[src/rtl/sync_fifo_flags.sv]
// Single-clock FIFO with occupancy count, almost flags and overflow/underflow pulses.
// Define SYNC_FIFO_FWFT_EN for first-word-fall-through reads; the default is a registered read port.
module sync_fifo_flags #(
  parameter int unsigned DATA_WIDTH = 8,
  parameter int unsigned DEPTH      = 16,
  parameter int unsigned AF_THRESH  = 12,
  parameter int unsigned AE_THRESH  = 4
) (
  input  logic                     clk,
  input  logic                     rst_n,
  input  logic                     wr_en,
  input  logic [DATA_WIDTH-1:0]    data_in,
  input  logic                     rd_en,
  output logic [DATA_WIDTH-1:0]    data_out,
  output logic                     full,
  output logic                     empty,
  output logic                     almost_full,
  output logic                     almost_empty,
  output logic [$clog2(DEPTH):0]   count,
  output logic                     overflow,
  output logic                     underflow
);

  localparam int unsigned ADDR_W = $clog2(DEPTH);
  localparam int unsigned CNT_W  = ADDR_W + 1;

  logic [DATA_WIDTH-1:0] mem [DEPTH];
  logic [ADDR_W-1:0]     wr_ptr;
  logic [ADDR_W-1:0]     rd_ptr;
  logic [CNT_W-1:0]      count_q;
  logic                  wr_acc;
  logic                  rd_acc;

  // Requests are qualified only by the registered occupancy
  assign wr_acc = wr_en && !full;
  assign rd_acc = rd_en && !empty;

  assign count        = count_q;
  assign full         = (count_q == CNT_W'(DEPTH));
  assign empty        = (count_q == CNT_W'(0));
  assign almost_full  = (count_q >= CNT_W'(AF_THRESH));
  assign almost_empty = (count_q <= CNT_W'(AE_THRESH));

  // Storage is not reset; only pointers and count define validity
  always_ff @(posedge clk) begin
    if (wr_acc) begin
      mem[wr_ptr] <= data_in;
    end
  end

  always_ff @(posedge clk or negedge rst_n) begin
    if (!rst_n) begin
      wr_ptr    <= '0;
      rd_ptr    <= '0;
      count_q   <= '0;
      overflow  <= 1'b0;
      underflow <= 1'b0;
    end else begin
      if (wr_acc) begin
        wr_ptr <= wr_ptr + ADDR_W'(1);
      end
      if (rd_acc) begin
        rd_ptr <= rd_ptr + ADDR_W'(1);
      end
      case ({wr_acc, rd_acc})
        2'b10:   count_q <= count_q + CNT_W'(1);
        2'b01:   count_q <= count_q - CNT_W'(1);
        default: count_q <= count_q;
      endcase
      overflow  <= wr_en && full;
      underflow <= rd_en && empty;
    end
  end

`ifdef SYNC_FIFO_FWFT_EN
  // Head word is presented directly; rd_en acknowledges it
  assign data_out = empty ? '0 : mem[rd_ptr];
`else
  logic [DATA_WIDTH-1:0] data_out_q;

  always_ff @(posedge clk or negedge rst_n) begin
    if (!rst_n) begin
      data_out_q <= '0;
    end else if (rd_acc) begin
      data_out_q <= mem[rd_ptr];
    end
  end

  assign data_out = data_out_q;
`endif

endmodule
[config.mk]
export PLATFORM = sky130hd
export DESIGN_NAME = sync_fifo_flags
export DESIGN_NICKNAME = d
export VERILOG_FILES = /design/src/rtl/sync_fifo_flags.sv
export SDC_FILE = /design/constraint.sdc
export NUM_CORES = 1
export LEC_CHECK = 0
export ABC_CLOCK_PERIOD_IN_PS = 2640
export BUFFER_PORTS_ARGS = -buffer_cell sky130_fd_sc_hd__buf_2
export CORE_MARGIN = 1.5
export CORE_UTILIZATION = 40
export CTS_BUF_LIST = sky130_fd_sc_hd__clkbuf_4 sky130_fd_sc_hd__clkbuf_8
export DETAILED_ROUTE_END_ITERATION = 8
export MAX_ROUTING_LAYER = met4
export PLACE_DENSITY = 0.61
export SLEW_MARGIN = 20
export SYNTH_ARGS = -nofsm -noshare
export SYNTH_HDL_FRONTEND = slang
export SYNTH_SLANG_ARGS = --single-unit
[constraint.sdc]
create_clock -name clk -period 2.64 [get_ports clk]
set_input_delay 0.528 -clock clk [delete_from_list [all_inputs] [get_ports clk]]
set_output_delay 0.528 -clock clk [all_outputs]
set_load 0.05 [all_outputs]
==> results.yml <==
drt:
  vias: 3006
  wl_per_cell_um: 20.1
  vias_per_cell: 5.28
  drc: 0
  drt_pass1_iterations: 4
  drt_iter0_drc: 218
  routed_wl_um: 11500
  antenna_left: 0
timing:
  hold_viol: 0
  finalSetupViolations: 0
  max_freq_mhz: 406
  rsz0062_at_grt: "no"
  slew_headroom: 0.319
  clock_skew_ns: 0.0131
  report.final.slew_viol_count: 0
  final.period_utilization: 0.932
  worst_pin_slew_ns: 1.02
  fin_ws_ns: 0.179
  setup_tns_ns: 0
  min_period_ns: 2.46
power:
  cellPowerDensity_nw_per_um2: 1100
  power_leakage_nw: 2.45
  peakVddDrop_v: 0.000527
  p_total_mw: 7.72
setup_path:
  critical-path-max-stage-delay_ns: 0.51
  rrSetupSlack_ns: 0.18
  crit_path_end_kind: "flip-flop"
  cp.required_ns: 2.97
  path_class: "reg2reg"
  startpoint: "count[1]"
  crit_path_start_kind: "flip-flop"
  crit_buf_inv: 1
  slowest_stage: "or4_4"
  cp_cell_sequence: "or4_4 -> o21ai_4 -> inv_4 -> ha_4 -> xor2_1 -> ha_2 -> and3b_1 -> o21ai_1 -> a21oi_2 -> xor2_1"
  r2r-start: "count[1]"
  crit_arrival_ns: 2.79
  cp_top_family: "simple AND/OR/NAND/NOR gates"
  cpMostUsedCell: "xor2_1"
  critPathMaxFanout: 9
floorplanning:
  start_util: 0.414
  die_h_um: 126
  num_rows: 44
  fp.coreArea_um2: 14700
  fp.dieW_um: 126
  dieArea_um2: 16000
  ios: 31
synth:
  syn_area_per_cell_um2: 19.1
  synthCells: 319
  synth_nets: 339
  async_reset_ff_frac: 0.152
  synth_top_cell_by_area: "edfxtp_1"
  syn_area_um2: 6090
  synth_edf_count: 128
  synthDistinctLibCells: 39
  yosysSeqAreaShare: 0.726
  ys.flop_type: "edfxtp_1"
  netlist.area_leader.share: 0.631
  yosysWarnings: 0
  ys_ff_latch: 151
  yosys-top-cells-area: "edfxtp_1, mux4_2, dfrtp_1"
global_routing:
  grt.met3_usage: 0.0451
  use_met2: 0.251
  grt_pass1_vias: 3155
  grt_pass1_wl_um: 18200
  groute.layer.met1.usage: 0.211
  grt-ovfl-total: 0
  grt_max_degree: 34
  grt.total_usage: 0.163
  grt_busiest_layer: "met2"
  grt_antenna_before_repair: 0
outcome:
  outcome: "complete, no violations"
clocking:
  cts_made_buffers: 17
  cts_sinks: 151
  cts_tree: "done"
  clk_latency_ns: 0.44
  htree_levels: 4
  path_clk_slew_ns: 0.08
  clock_path_buffers: 2
  cts_root_buf: "clkbuf_8"
layout:
  diodes: 0
  fin_util: 0.477
  drive_above_1_share: 0.343
  area_growth_pct: 15.2
  nets: 392
placement:
  dp_hpwl_um: 7490
  place_ws_ns: 0.166
  port_buffers: 30
  gp_congestion: 0.760
worst_hold_path:
  min_path_type: "in2async"
job:
  maxCapViolations: 0
[area by class of cell]
cell class                 count  area (um^2)
fill                        1218         7690
sequential                   151         4420
multi-input combinational    144         1560
timing repair buffer          53          348
clock buffer                  20          263
tap                          184          230
clock inverter                12          166
inverter                       5         21.3
[placed cells by master (no fill, tap or decap), types with 6 or more instances in the layout]
cell        n
buf_2      30
buf_4      21
clkbuf_8   18
dfrtp_1    19
edfxtp_1  128
ha_1        6
mux2i_1    15
mux4_2     32
nand2_1    18
nor2_1     15
o221ai_1    7
xnor2_1     7
xor2_1      6
[logic make-up after synthesis]
group	after synthesis	synth area share
AOI/OAI and AO/OA	22	0.0304
xor gates and xnor gates	13	0.0187
adders and majority gates	8	0.0164
buffers and inverters	24	0.0218
DFF	151	0.726
muxes	48	0.145
and+or+nand+nor	53	0.0419
[synthesized netlist by cell type, drive strengths merged, types with 3 or more instances]
| cell | instances |
|---|---|
| edfxtp | 128 |
| xnor2 | 7 |
| o221ai | 7 |
| o21ai | 4 |
| a21oi | 4 |
| nor2 | 15 |
| inv | 5 |
| mux2i | 15 |
| clkbuf | 3 |
| nor3 | 5 |
| nand2 | 18 |
| buf | 16 |
| nand2b | 3 |
| mux4 | 32 |
| xor2 | 6 |
| ha | 8 |
| dfrtp | 23 |
[flip-flops by register name, summed over array words and instances (netlist names)]
name / cells
count: 5
data_out: 8
mem: 128
overflow: 1
rd_ptr: 4
underflow: 1
wr_ptr: 4
[power breakdown]
group	internal [mW]	switching (mW)	total, mW	leakage [nW]
Sequential	2.96	0.251	3.22	1.43
Clock	0.997	0.870	1.87	0.205
Combinational	1.10	1.53	2.63	0.814
Total	5.06	2.66	7.72	2.45
[worst register-to-register path: stages, from the launching register on]
cell     delay [ns]
dfrtp_2        0.45
or4_4          0.52
o21ai_4        0.20
inv_4          0.09
ha_4           0.19
xor2_1         0.17
ha_2           0.19
and3b_1        0.16
o21ai_1        0.15
a21oi_2        0.08
xor2_1         0.16
[per-layer routing]
layer  routed length [um]  part of all wire  up-vias
li1                     -                 -     1367
met1                 4890              0.43     1540
met2                 5670              0.49       90
met3                  798             0.070        9
met4                  103            0.0090        0
met5                    0                 0        -
[repair_timing]
action | 4_1_cts | 5_1_grt
endpoints found under the setup margin | 0 | 1
gates resized for setup | 0 | 1
buffers inserted | 0 | 3
hold buffers | 0 | 0
[per-stage QoR]
| stage | hold WS (ns) | instances | cell area (um^2) |
|---|---|---|---|
| global placement | 0.482 | 534 | 6560 |
| detailed placement | 0.490 | 534 | 6560 |
| global route | 0.106 | 569 | 7010 |
| floorplan | 0.232 | 319 | 6130 |
| finish | 0.0830 | 569 | 7010 |
| CTS | 0.0738 | 566 | 6990 |
[worst paths after layout]
check / end / cells past startpoint
max: count[4] / 10
min: wr_ptr[1] / 1
max reg2reg: count[4] / 10
min reg2reg: data_out[5] / 2
max in group asynchronous: count[0] / 1
min in group clk: overflow / 2
Power figures use the tool's default switching activity.
